## config.mk

```make
export PLATFORM = sky130hd
export DESIGN_NAME = stream_raster_gen
export DESIGN_NICKNAME = d
export VERILOG_FILES = /design/src/rtl/stream_raster_gen_pkg.sv /design/src/rtl/stream_raster_gen_raster_counter.sv /design/src/rtl/stream_raster_gen.sv
export SDC_FILE = /design/constraint.sdc
export NUM_CORES = 1
export LEC_CHECK = 0
export CORE_ASPECT_RATIO = 0.8
export CORE_MARGIN = 1
export CORE_UTILIZATION = 44
export DETAILED_ROUTE_END_ITERATION = 8
export PLACE_DENSITY = 0.73
export SLEW_MARGIN = 20
export SYNTH_ARGS = -nofsm -noshare
export SYNTH_HDL_FRONTEND = slang
export SYNTH_HIERARCHICAL = 1
export SYNTH_SLANG_ARGS = --single-unit
```

## constraint.sdc

```tcl
create_clock -name clock -period 2.7 [get_ports clock]
set_clock_uncertainty 0.2 [all_clocks]
set_input_delay 0.54 -clock clock [delete_from_list [all_inputs] [get_ports clock]]
set_output_delay 0.54 -clock clock [all_outputs]
set_load 0.01 [all_outputs]
```

## src/rtl/stream_raster_gen_pkg.sv

```systemverilog
// +--------------------------------------------------------------------+
// | stream_raster_gen_pkg                                              |
// | Shared FSM encoding and ceiling-log2 helper for raster stages.     |
// | Revision: 1.0                                                      |
// +--------------------------------------------------------------------+
`default_nettype none

package stream_raster_gen_pkg;

    localparam logic [0:0] WAIT_SOF = 1'b0;
    localparam logic [0:0] RUN      = 1'b1;

    // Never returns less than 1 so a degenerate dimension still yields a legal vector.
    function automatic int clog2(input int value);
        int result;
        result = 0;
        while ((1 << result) < value) begin
            result = result + 1;
        end
        if (result == 0) begin
            result = 1;
        end
        return result;
    endfunction

endpackage

`default_nettype wire

```

## src/rtl/stream_raster_gen_raster_counter.sv

```systemverilog
// +--------------------------------------------------------------------+
// | raster_counter                                                     |
// | Enable-gated row/column wrap counter over a full frame raster.     |
// | Revision: 1.0                                                      |
// +--------------------------------------------------------------------+
`default_nettype none

module raster_counter
    import stream_raster_gen_pkg::*;
#(
    parameter int FRAME_HEIGHT = 4,
    parameter int FRAME_WIDTH  = 6,
    parameter int VCNT_WIDTH   = clog2(FRAME_HEIGHT),
    parameter int HCNT_WIDTH   = clog2(FRAME_WIDTH)
) (
    input  logic                  clock,
    input  logic                  n_rst,
    input  logic                  clear,
    input  logic                  advance,
    output logic [VCNT_WIDTH-1:0] vc,
    output logic [HCNT_WIDTH-1:0] hc
);

    logic [VCNT_WIDTH-1:0] base_v;
    logic [HCNT_WIDTH-1:0] base_h;
    logic [VCNT_WIDTH-1:0] next_v;
    logic [HCNT_WIDTH-1:0] next_h;

    // clear together with advance steps from (0,0), i.e. lands on the slot after origin.
    always_comb begin
        base_v = clear ? '0 : vc;
        base_h = clear ? '0 : hc;
        next_v = base_v;
        next_h = base_h;
        if (advance) begin
            if (base_h == HCNT_WIDTH'(FRAME_WIDTH - 1)) begin
                next_h = '0;
                if (base_v == VCNT_WIDTH'(FRAME_HEIGHT - 1)) begin
                    next_v = '0;
                end else begin
                    next_v = base_v + VCNT_WIDTH'(1);
                end
            end else begin
                next_h = base_h + HCNT_WIDTH'(1);
            end
        end
    end

    always_ff @(posedge clock or negedge n_rst) begin
        if (!n_rst) begin
            vc <= '0;
            hc <= '0;
        end else begin
            vc <= next_v;
            hc <= next_h;
        end
    end

endmodule

`default_nettype wire

```

## src/rtl/stream_raster_gen.sv

```systemverilog
// +--------------------------------------------------------------------+
// | stream_raster_gen                                                  |
// | Re-times a compact pixel stream onto the frame raster with blanks. |
// | Optional macro: STREAM_RASTER_GEN_SOF_CHECK_EN (sof_err + resync). |
// | Revision: 1.0                                                      |
// +--------------------------------------------------------------------+
`default_nettype none

module stream_raster_gen
    import stream_raster_gen_pkg::*;
#(
    parameter int BIT_WIDTH    = 8,
    parameter int IMAGE_HEIGHT = 3,
    parameter int IMAGE_WIDTH  = 4,
    parameter int FRAME_HEIGHT = 4,
    parameter int FRAME_WIDTH  = 6,
    parameter int VCNT_WIDTH   = clog2(FRAME_HEIGHT),
    parameter int HCNT_WIDTH   = clog2(FRAME_WIDTH)
) (
    input  logic                  clock,
    input  logic                  n_rst,
    input  logic [BIT_WIDTH-1:0]  in_pixel,
    input  logic                  in_sof,
    input  logic                  in_valid,
    output logic                  in_ready,
`ifdef STREAM_RASTER_GEN_SOF_CHECK_EN
    output logic                  sof_err,
`endif
    output logic [BIT_WIDTH-1:0]  out_pixel,
    output logic [VCNT_WIDTH-1:0] out_vcnt,
    output logic [HCNT_WIDTH-1:0] out_hcnt,
    output logic                  out_enable
);

    logic [0:0]            state;
    logic [0:0]            state_next;
    logic [VCNT_WIDTH-1:0] vc;
    logic [HCNT_WIDTH-1:0] hc;
    logic                  image_slot;
    logic                  at_origin;
    logic                  fire;
    logic                  restart;
    logic                  err_set;
    logic [BIT_WIDTH-1:0]  emit_pix;
    logic [VCNT_WIDTH-1:0] emit_v;
    logic [HCNT_WIDTH-1:0] emit_h;

    assign image_slot = (int'(vc) < IMAGE_HEIGHT) && (int'(hc) < IMAGE_WIDTH);
    assign at_origin  = (vc == '0) && (hc == '0);

    always_comb begin
        state_next = state;
        in_ready   = 1'b0;
        fire       = 1'b0;
        restart    = 1'b0;
        err_set    = 1'b0;
        emit_pix   = '0;
        case (state)
            WAIT_SOF: begin
                in_ready = 1'b1;
                emit_pix = in_pixel;
                if (in_valid && in_sof) begin
                    fire       = 1'b1;
                    restart    = 1'b1;
                    state_next = RUN;
                end
            end
            RUN: begin
                if (image_slot) begin
                    in_ready = 1'b1;
                    fire     = in_valid;
                    emit_pix = in_pixel;
`ifdef STREAM_RASTER_GEN_SOF_CHECK_EN
                    restart  = in_valid && in_sof && !at_origin;
                    err_set  = in_valid && (in_sof != at_origin);
`endif
                end else begin
                    // Blanking slots are emitted unconditionally; input waits.
                    fire = 1'b1;
                end
            end
            default: state_next = WAIT_SOF;
        endcase
        emit_v = restart ? '0 : vc;
        emit_h = restart ? '0 : hc;
    end

    raster_counter #(
        .FRAME_HEIGHT (FRAME_HEIGHT),
        .FRAME_WIDTH  (FRAME_WIDTH),
        .VCNT_WIDTH   (VCNT_WIDTH),
        .HCNT_WIDTH   (HCNT_WIDTH)
    ) u_raster_counter (
        .clock   (clock),
        .n_rst   (n_rst),
        .clear   (restart),
        .advance (fire),
        .vc      (vc),
        .hc      (hc)
    );

    always_ff @(posedge clock or negedge n_rst) begin
        if (!n_rst) begin
            state      <= WAIT_SOF;
            out_pixel  <= '0;
            out_vcnt   <= '0;
            out_hcnt   <= '0;
            out_enable <= 1'b0;
        end else begin
            state      <= state_next;
            out_enable <= fire;
            if (fire) begin
                out_pixel <= emit_pix;
                out_vcnt  <= emit_v;
                out_hcnt  <= emit_h;
            end
        end
    end

`ifdef STREAM_RASTER_GEN_SOF_CHECK_EN
    always_ff @(posedge clock or negedge n_rst) begin
        if (!n_rst) begin
            sof_err <= 1'b0;
        end else if (err_set) begin
            sof_err <= 1'b1;
        end
    end
`else
    logic unused_err;
    assign unused_err = err_set ^ at_origin;
`endif

endmodule

`default_nettype wire
```

======== Yosys cells after proc, flatten, opt, wreduce, memory -nomap -nowiden ========
Index checks and enable logic that the tools add are counted.
Widths: inputs -> output; s select.
word-level totals
  bits in read-only memories .............. 0
  memories kept ........................... 0
  bits in writable memories ............... 0
  output and inout bits ................... 15
  flip-flop bits (word level) ............. 20
  bits in latches ......................... 0
  logic and storage cells ................. 32
cells by class
  add/sub/neg operators ................... 2
  shifts and indexed selects .............. 0
  div/mod/pow operators ................... 0
  equality and inequality tests ........... 2
  multiply operators ...................... 0
  muxes and demuxes ....................... 16
  bitwise logic cells ..................... 1
  reduce and logical (&&, ||, !) cells .... 2
  magnitude comparators ................... 2
operator list
  kind                 number
  $pmux 8 s2           1
  $mux 3               3
  $mux 2               4
  $mux 8               1
  $mux 1               5
  $pmux 1 s2           2
  $add 3x1->3 const B  1
  $eq 3x3->1 const B   1
  $lt 3x3->1 const B   1
  $add 2x1->2 const B  1
  $eq 2x2->1 const B   1
  $logic_and 1x1->1    2
  $lt 2x2->1 const B   1
  $not 1->1            1

======== Logic depth before layout (Yosys ltp) ========
Gate-level depths: netlist (run 1).
  depth after elaboration ................. 8
  gate-level depth with buffers ........... 7
  mapped depth without buffers ............ 6

======== Modules after synthesis ========
The synthesis (run 1) kept the hierarchy.
by module, submodules not included
  module             cells each  instances  area an instance (µm²)
  stream_raster_gen  46          1          675.6
  raster_counter     22          1          241.5

======== Least setup slack after synthesis (run 1) ========
No wires, ideal clock.
  kind .................................... input -> register
  from .................................... input port in_valid
  to ...................................... register u_raster_counter.vc[1]
  arrival time ............................ 1.579 ns
  path slack .............................. 0.795 ns
  buffers on the path ..................... 1
  library setup time ...................... 0.125 ns
  stages on the path ...................... 7
  cell sequence ........................... a211o_4 > nand2_4 > buf_12 > inv_1 > nand4b_2 > nor2_2 > mux2_4
RTL lines
  element                         RTL line                                text
  start, declared                 stream_raster_gen.sv:24                 input logic in_valid,
  $logic_and 1x1->1               stream_raster_gen.sv:62                 if (in_valid && in_sof) begin
  $mux 1                          stream_raster_gen.sv:62
  $pmux 1 s2 *                    stream_raster_gen.sv:58                 case (state)
  via fire                        stream_raster_gen.sv:41                 logic fire;
  $mux 2 *                        stream_raster_gen_raster_counter.sv:35  if (advance) begin
  via u_raster_counter.next_v[1]  stream_raster_gen_raster_counter.sv:26  logic [VCNT_WIDTH-1:0] next_v;
  end signal, assigned            stream_raster_gen_raster_counter.sv:54  vc <= next_v;
  end, declared                   stream_raster_gen_raster_counter.sv:20  output logic [VCNT_WIDTH-1:0] vc,
Mark *: on every way through the listed nets, which the timed path passes. The rest lies on a longest branch.
A chain may end at the register's enable or synchronous reset.

======== Worst setup path after layout (run 1) ========
  from .................................... register u_raster_counter.hc[2]
  to ...................................... output port in_ready
between the ends
  longest elaborated chain between the ends .. 4
RTL lines
  element                 RTL line                                text
  start, declared         stream_raster_gen_raster_counter.sv:21  output logic [HCNT_WIDTH-1:0] hc
  start signal, assigned  stream_raster_gen_raster_counter.sv:55  hc <= next_h;
  $lt 3x3->1              stream_raster_gen.sv:48                 assign image_slot = (int'(vc) < IMAGE_HEIGHT) && (int'(hc) < IMAGE_WIDTH);
  $logic_and 1x1->1       stream_raster_gen.sv:48
  $mux 1                  stream_raster_gen.sv:69                 if (image_slot) begin
  $pmux 1 s2              stream_raster_gen.sv:58
  end, declared           stream_raster_gen.sv:25                 output logic in_ready,
Every way passes these cells.

==> results of run 1 <==
## power groups by stage
stage	sequential (mW)	clock (mW)	combinational (mW)
2_1_floorplan	0.569	0	0.332
3_3_place_gp	0.544	0	0.626
3_5_place_dp	0.545	0	0.640
4_1_cts	0.540	0.178	0.640
5_1_grt	0.560	0.194	0.688
6_report	0.539	0.172	0.635
## worst register-to-register path, cell delays in order, from the launching register on
cell and delay [ns]:
dfrtp_1 0.64, a21o_2 0.20, nand2_4 0.09, inv_1 0.16, nand4b_2 0.15, nor2_2 0.13, mux2_4 0.31
## worst paths after layout
| kind | from | to | slack (ns) |
|---|---|---|---|
| setup / recovery | u_raster_counter/hc[2] | in_ready | 0.27 |
| hold / removal | out_hcnt[2] | out_hcnt[2] | 0.31 |
| setup reg to reg | state | u_raster_counter/vc[1] | 0.71 |
| hold reg to reg | out_hcnt[2] | out_hcnt[2] | 0.31 |
| max in group asynchronous | n_rst | out_pixel[3] | 1.72 |
| min in group asynchronous | n_rst | out_hcnt[2] | 0.37 |
## flip-flops by register name, summed over array words and instances, names as in the netlist
name	count
u_raster_counter/vc	2
out_hcnt	3
out_enable	1
state	1
u_raster_counter/hc	3
out_pixel	8
out_vcnt	2
## layout by cell type, fill, tap and decap left out
cell / instances
clkbuf_8: 1
a21oi_1: 1
nand2_1: 4
buf_4: 2
clkbuf_4: 3
mux2i_1: 1
a32o_1: 4
dfrtp_1: 20
mux2_4: 5
nand4b_2: 1
nand4b_1: 1
a21boi_0: 8
nor2b_1: 1
a211o_4: 1
nand2b_1: 1
nor2_2: 1
a21o_2: 2
nor2_1: 5
nand2_4: 1
clkdlybuf4s50_1: 26
inv_1: 2
xnor2_1: 2
a22o_1: 1
mux2_2: 4
## routing by layer
| layer | global-route usage [%] | wire length [µm] | vias to the layer above |
|---|---|---|---|
| met5 | 0 | 0 | - |
| met4 | 6.32 | 14 | 0 |
| met3 | 7.17 | 136 | 2 |
| met2 | 26.6 | 784 | 30 |
| met1 | 26.5 | 865 | 302 |
| li1 | - | - | 307 |
## cell type report
| type | instances | area [µm²] |
|---|---|---|
| Multi-Input combinational cell | 44 | 384 |
| Sequential cell | 20 | 500 |
| Tap cell | 24 | 30.0 |
| Clock buffer | 4 | 36.3 |
| Timing Repair Buffer | 28 | 275 |
| Inverter | 2 | 7.51 |
| Fill cell | 160 | 693 |
## kinds of logic (layout without fill, tap and decap cells)
kind of cell,count (synthesis),count (layout),synth area share [%]
AOI/OAI and AO/OA,17,17,16.2
xor gates and xnor gates,2,2,1.91
buffers and inverters,4,34,3.55
DFF,20,20,54.6
muxes,10,10,14.2
and+or+nand+nor,15,15,9.55
==> impl_metrics.yaml, run 1 <==
worst_setup_path:
  crit_type: "reg2out"
  end_kind: "output pin"
  crit_fanout: 9
  worst_path_largest_cell_delay_ns: 0.53
  cp_cell_sequence: "a21o_2, nand2_1, clkdlybuf4s50_1"
  worst-path-stages: 3
  crit_slowest_cell: "clkdlybuf4s50_1"
  required_ns: 1.96
  arrival_ns: 1.69
  startpoint_type: "flip-flop"
  crit_buf_inv: 1
  reg2regPathDepth: 6
  cp_top_family: "buffers and inverters"
place:
  dp.cells: 118
  place_area_um2: 1200
  pre_cts_ws_ns: 0.302
  hpwlAfterDp_mm: 1.31
  gp_congestion: 0.799
  portBuffers: 26
detailed_routing:
  first_iter_violations: 16
  drcViolationCount: 0
  wl_per_cell_um: 14.8
  dr.pass1.iters: 4
  drt-vias-per-instance: 5.25
  drtAntennaViolNets: 0
  drt_wl_total_mm: 1.80
  route.vias.total: 641
global_route:
  grt-ovfl-total: 0
  grt_pass1_wl_mm: 2.95
  grt.total_usage_pct: 18.9
  grt_pass1_vias: 606
  grt_antenna_before_repair: 0
  grt_max_degree: 21
clock_tree:
  post-cts-setup-buffer-count: 0
  clk_latency_ns: 0.30
  max-clock-path-buffers: 2
  cts_resized: 0
  cts-root-buf: "clkbuf_4"
  cts_sinks: 20
  cts.clk_slew.worst_paths_ns: 0.11
  htreeDepth: 1
  tritoncts: "built"
  cts-hold-fix-buffers: 0
  cts_buffers: 3
die:
  io_pins: 27
  die_h_um: 42.8
  placementRows: 14
  floorplan.initialDensity_pct: 47.6
  core_um2: 1930
  die_w_um: 53.0
  fp.dieArea_um2: 2270
logic_synthesis:
  yosysMostFrequentCell: "dfrtp_1"
  synthFlopType: "dfrtp_1"
  yosysUniqueCellTypes: 22
  synth_edf_count: 0
  synth_warnings: 6
  async_flop_share_pct: 100
  netlist_top_cells_count: "dfrtp_1, a21boi_0, mux2_4, nor2_1"
  syn-instance-count: 68
  synth_top_area_share_pct: 54.6
  syn_area_um2: 917
  synth_area_leaders: "dfrtp_1, mux2_4, a21boi_0, mux2_2, a32o_1"
  syn_avg_cell_area_um2: 13.5
  synth_fp_nets: 80
  ys_ff_latch: 20
  synth_largest_area_cell: "dfrtp_1"
  ys_seq_area_share_pct: 54.6
sta:
  maxSlewViolCount: 0
  hold_viol: 0
  worst_slack_ns: 0.268
  relSlewSlack_pct: 69.3
  rsz0062_at_grt: "no"
  post-route-period-util_pct: 90.1
  timing.hold.ws_ns: 0.311
  max_freq_mhz: 411
  setup_violations: 0
  post-route-min-period_ns: 2.43
  fin_tns_setup_ns: 0
  tightest_slew_ns: 0.460
power:
  swShare_pct: 32.8
  combPwrFrac_pct: 47.2
  switchingPower_mw: 0.441
  p_int_mw: 0.905
  leakage_nw: 0.538
  p_seq_share_pct: 40.1
  ir_drop_mv: 0.606
  power.total_mw: 1.35
  clock_power_share_pct: 12.8
  powerDensity_nw_per_um2: 1090
job:
  cap_violations: 0
layout:
  n_antenna_cell: 0
  syn_to_final_growth_pct: 34.5
  post-route-cell-area_um2: 1230
  fin_util_pct: 64.0
  layout-drive-gt1-share_pct: 21.4
  stdcell_count: 122
  nNetsFinal: 111
worst_hold_path:
  holdPathStages: 1
  hold_class: "reg2reg"
outcome:
  outcome: "complete, no violations"
No activity file was read; power rests on OpenSTA's default activity.
==> inputs of run 2 (changes only) <==
CORE_UTILIZATION = 49   (was 44)
PLACE_DENSITY = 0.8   (was 0.73)
==> run 2 against run 1 <==
Compared with the run above: flip-flop and latch count unchanged; via count up 2.8%; sequential power down 0.7%; design area up 1.1%; global-route usage up 1.5 points; critical path type unchanged; critical endpoint unchanged; power up 5.8%; utilization up 9.7 points; clock power up 42%; die area down 9.8%; count of clock-buffer cells in the layout down 1; largest cell class unchanged; sequential share of layout area down 0.45 points.
==> impl_metrics.yaml, run 2 (same netlist as run 1, synthesis figures left out) <==
layout:
  top_regs: "out_pixel (8), out_hcnt (3), u_raster_counter/hc (3)"
  syn_to_final_growth_pct: 36.0
  post-route-cell-area_um2: 1250
  stdcell_count: 120
  final_common_cell: "clkdlybuf4s50_1"
  largest_reg_flops: 8
  n_antenna_cell: 0
  nNetsFinal: 111
  layout-drive-gt1-share_pct: 21.4
  layout.cells.most_common_list: "clkdlybuf4s50_1, dfrtp_1, a21boi_0, nor2_1, mux2_4"
  top_register: "out_pixel"
  fin_util_pct: 73.7
clock_tree:
  htreeDepth: 1
  max-clock-path-buffers: 2
  cts-hold-fix-buffers: 0
  clk_latency_ns: 0.31
  cts_buffers: 3
  tritoncts: "built"
  cts.clk_slew.worst_paths_ns: 0.12
  cts_resized: 0
  cts-root-buf: "clkbuf_4"
  cts_sinks: 20
  post-cts-setup-buffer-count: 0
sta:
  relSlewSlack_pct: 67.8
  post-route-period-util_pct: 90.1
  rsz0062_at_grt: "no"
  timing.hold.ws_ns: 0.308
  post-route-min-period_ns: 2.43
  tightest_slew_ns: 0.482
  worst_slack_ns: 0.266
  max_freq_mhz: 411
  fin_tns_setup_ns: 0
  setup_violations: 0
  maxSlewViolCount: 0
  hold_viol: 0
die:
  io_pins: 27
  die_h_um: 40.7
  die_w_um: 50.4
  fp.dieArea_um2: 2050
  placementRows: 13
  core_um2: 1690
  floorplan.initialDensity_pct: 54.2
job:
  cap_violations: 0
power:
  power.total_mw: 1.42
  clock_power_share_pct: 17.1
  switchingPower_mw: 0.451
  p_int_mw: 0.973
  ir_drop_mv: 0.760
  swShare_pct: 31.7
  combPwrFrac_pct: 45.3
  p_seq_share_pct: 37.6
  leakage_nw: 0.545
  powerDensity_nw_per_um2: 1140
detailed_routing:
  drcViolationCount: 0
  dr.pass1.iters: 4
  drtAntennaViolNets: 0
  route.vias.total: 659
  drt_wl_total_mm: 1.91
  first_iter_violations: 9
  drt-vias-per-instance: 5.49
  wl_per_cell_um: 15.9
place:
  gp_congestion: 0.796
  dp.cells: 116
  place_area_um2: 1190
  hpwlAfterDp_mm: 1.32
  portBuffers: 26
  pre_cts_ws_ns: 0.356
global_route:
  grt.total_usage_pct: 20.4
  grt_util_met2_pct: 34.0
  grt-busiest-layer: "met2"
  grt_max_degree: 21
  grt-ovfl-total: 0
  grt_pass1_vias: 606
  grt_util_met1_pct: 26.6
  grt_pass1_wl_mm: 2.86
  grtUsageMet3_pct: 5.93
  grt_antenna_before_repair: 0
outcome:
  outcome: "complete, no violations"
worst_setup_path:
  crit_slowest_cell: "clkdlybuf4s50_1"
  cp-startpoint: "u_raster_counter/hc[2]"
  startpoint_type: "flip-flop"
  r2r_slack_ns: 0.75
  required_ns: 1.96
  worst_path_largest_cell_delay_ns: 0.53
  cp_cell_sequence: "a21o_2, nand2_1, clkdlybuf4s50_1"
  arrival_ns: 1.69
  end_kind: "output pin"
  regToRegStartpoint: "state"
  crit_fanout: 9
  crit_buf_inv: 1
  crit_type: "reg2out"
  cp_top_family: "buffers and inverters"
worst_hold_path:
  hold_class: "reg2reg"
  hp-start: "out_vcnt[1]"
[run 2: cell type report]
| type | instances | area (µm²) |
|---|---|---|
| multi-input cells | 44 | 384 |
| clock buffers | 3 | 22.5 |
| clock inverters | 1 | 30.0 |
| fillers | 124 | 444 |
| repair buffers | 28 | 275 |
| inverters | 2 | 7.51 |
| well taps | 22 | 27.5 |
| flip-flops and latches | 20 | 500 |
[run 2: power groups by stage]
stage	logic [mW]	registers, mW	clock network (mW)
5_1_grt	0.690	0.550	0.263
3_5_place_dp	0.644	0.539	0
3_3_place_gp	0.628	0.536	0
2_1_floorplan	0.332	0.569	0
4_1_cts	0.649	0.534	0.250
6_report	0.644	0.535	0.244
[run 2: path summary, 6_finish.rpt]
check | depth (start not counted) | end
worst min register to register | 1 | out_vcnt[1]
max in group asynchronous | 2 | out_pixel[2]
min in group asynchronous | 2 | out_hcnt[2]
worst max-delay path | 3 | in_ready
worst max register to register | 6 | u_raster_counter/vc[1]
worst min-delay path | 1 | out_vcnt[1]
[run 2: routing by layer]
metal / wire length (µm) / part of all wire [%]
met1: 908 / 48
met2: 879 / 46
met3: 106 / 5.6
met4: 12 / 0.63
met5: 0 / 0
==> inputs of run 3 (changes only) <==
SKIP_LAST_GASP = 1   (was not set)
==> results of run 3 <==
Same layout as run 2: the final DEF is identical, and so are final timing and power.
==> variant: new RTL, settings of run 2 <==
The option `STREAM_RASTER_GEN_SOF_CHECK_EN` is turned on by a define.
--- a/src/rtl/stream_raster_gen.sv
+++ b/src/rtl/stream_raster_gen.sv
@@ -5,6 +5,8 @@
 // | Revision: 1.0                                                      |
 // +--------------------------------------------------------------------+
 `default_nettype none
+
+`define STREAM_RASTER_GEN_SOF_CHECK_EN
 
 module stream_raster_gen
     import stream_raster_gen_pkg::*;
Function (old outputs only; new: sof_err): changed (a bounded check fails within 4 cycles, from zero or initial values and one cycle with n_rst low).
==> variant against run 2 <==
Cell area rose by 1.4%; register-to-register slack got worse by 50 ps; worst hold slack got worse by 25 ps; sequential cell count rose by 1; utilization rose by 0.32 points; via count rose by 0.76%; power fell by 20%; setup slack got worse by 180 ps; area after synthesis rose by 2.3%; critical path depth rose by 1; routed wire length fell by 4.0%; cell count rose by 7.5%.
==> variant: results (changes against run 2) <==
- Clock H-tree levels: 1 (unchanged)
- Compound-Gate Fraction of Synth Area: 14.3% (was 16.2%)
- VDD IR max: 0.554 mV (was 0.760 mV)
- Status: complete, no violations (unchanged)
- Syn_nets: 88 (was 80)
- Synth cell count leaders: 21 x dfrtp_1, 12 x nor2_1, 9 x mux2i_1 (was 20 x dfrtp_1, 8 x a21boi_0, 5 x mux2_4, 5 x nor2_1)
- Placer Congestion: 0.825 (was 0.796)
- Xor and xnor area share after synthesis: 2.80% (was 1.91%)
- Largest net degree at the start of global routing: 22 (was 21)
- Slew HR: 68.8% (was 67.8%)
- Final wirelength: 1830 um (was 1910 um)
- # port buffers: 27 (was 26)
- DRT Pass-1 Iters: 3 (was 4)
- Overall routing resource usage: 20.3% (was 20.4%)
- Synth unique cells: 28 (was 22)
- Layout cell share with drive strength beyond 1: 15.9% (was 21.4%)
- Mux share of post-synthesis cell area: 11.2% (was 14.2%)
- Routed vias/inst: 5.15 (was 5.49)
- Vias in the first global route: 586 (was 606)
- HPWL after DPL: 1420 um (was 1320 um)
- Vias: 664 (was 659)
- # nets final: 120 (was 111)
- Synth Instances: 76 (was 68)
- WP data arrival: 1880 ps (was 1690 ps)
- Placed Cells: 125 (was 116)
- Top cells by area, synth: dfrtp_1 56%, mux2i_1 9.6%, nor2_1 4.8% (was dfrtp_1 55%, mux2_4 8.2%, a21boi_0 6.5%)
- Iter 0 DRT Violations: 6 (was 9)
==> variant: final cells by class <==
cell class	instances	area [um2]
Inverter	3	11.3
Clock inverter	1	5.00
Multi-Input combinational cell	50	387
Fill cell	119	443
Clock buffer	3	22.5
Timing Repair Buffer	29	285
Tap cell	22	27.5
Sequential cell	21	527
==> variant: logic make-up after synthesis <==
logic type,after synthesis
simple gates,23
flops,21
compound gates,14
mux,10
buf+inv,5
xor+xnor,3
==> variant: metrics by stage <==
stage	cell area (um2)	hold slack (ps)
detailed placement	1240	262
floorplan	938	44.4
finish	1260	283
global route	1260	322
CTS	1260	292
global placement	1240	262
==> variant: worst paths after layout <==
kind	from	to	slack (ps)	cells past startpoint
setup / recovery	u_raster_counter/vc[0]	in_ready	80	4
hold / removal	sof_err	sof_err	280	1
setup reg to reg	u_raster_counter/vc[1]	u_raster_counter/hc[0]	700	5
hold reg to reg	sof_err	sof_err	280	1
max in group asynchronous	n_rst	u_raster_counter/hc[2]	1710	2
min in group asynchronous	n_rst	u_raster_counter/hc[1]	370	2
==> variant: worst register-to-register path, delay by kind of cell (launching register included) <==
kind             cells  cell delay [ps]
XOR/XNOR             1              130
flip-flops           1              460
AO/OA/AOI/OAI        1              160
AND/OR/NAND/NOR      3              940
==> variant: metal layers <==
| metal | up-vias | part of all wire, % | GRT usage, % |
|---|---|---|---|
| met3 | 5 | 4.9 | 7.41 |
| li1 | 326 | - | - |
| met5 | - | 0 | 0 |
| met1 | 315 | 47 | 25.7 |
| met2 | 18 | 47 | 32.2 |
| met4 | 0 | 0.98 | 8.33 |
==> variant: repair_timing <==
action                                  CTS  global route
endpoints found under the setup margin    0             1
resized for setup                         0             1
hold buffers                              0             0
buffers inserted                          0             0
==> variant: report_power, final <==
group	switching (mW)	internal [mW]	leakage, nW
Clock	0.0882	0.0552	0.0177
Combinational	0.219	0.269	0.306
Sequential	0.0923	0.417	0.257
Total	0.399	0.741	0.581
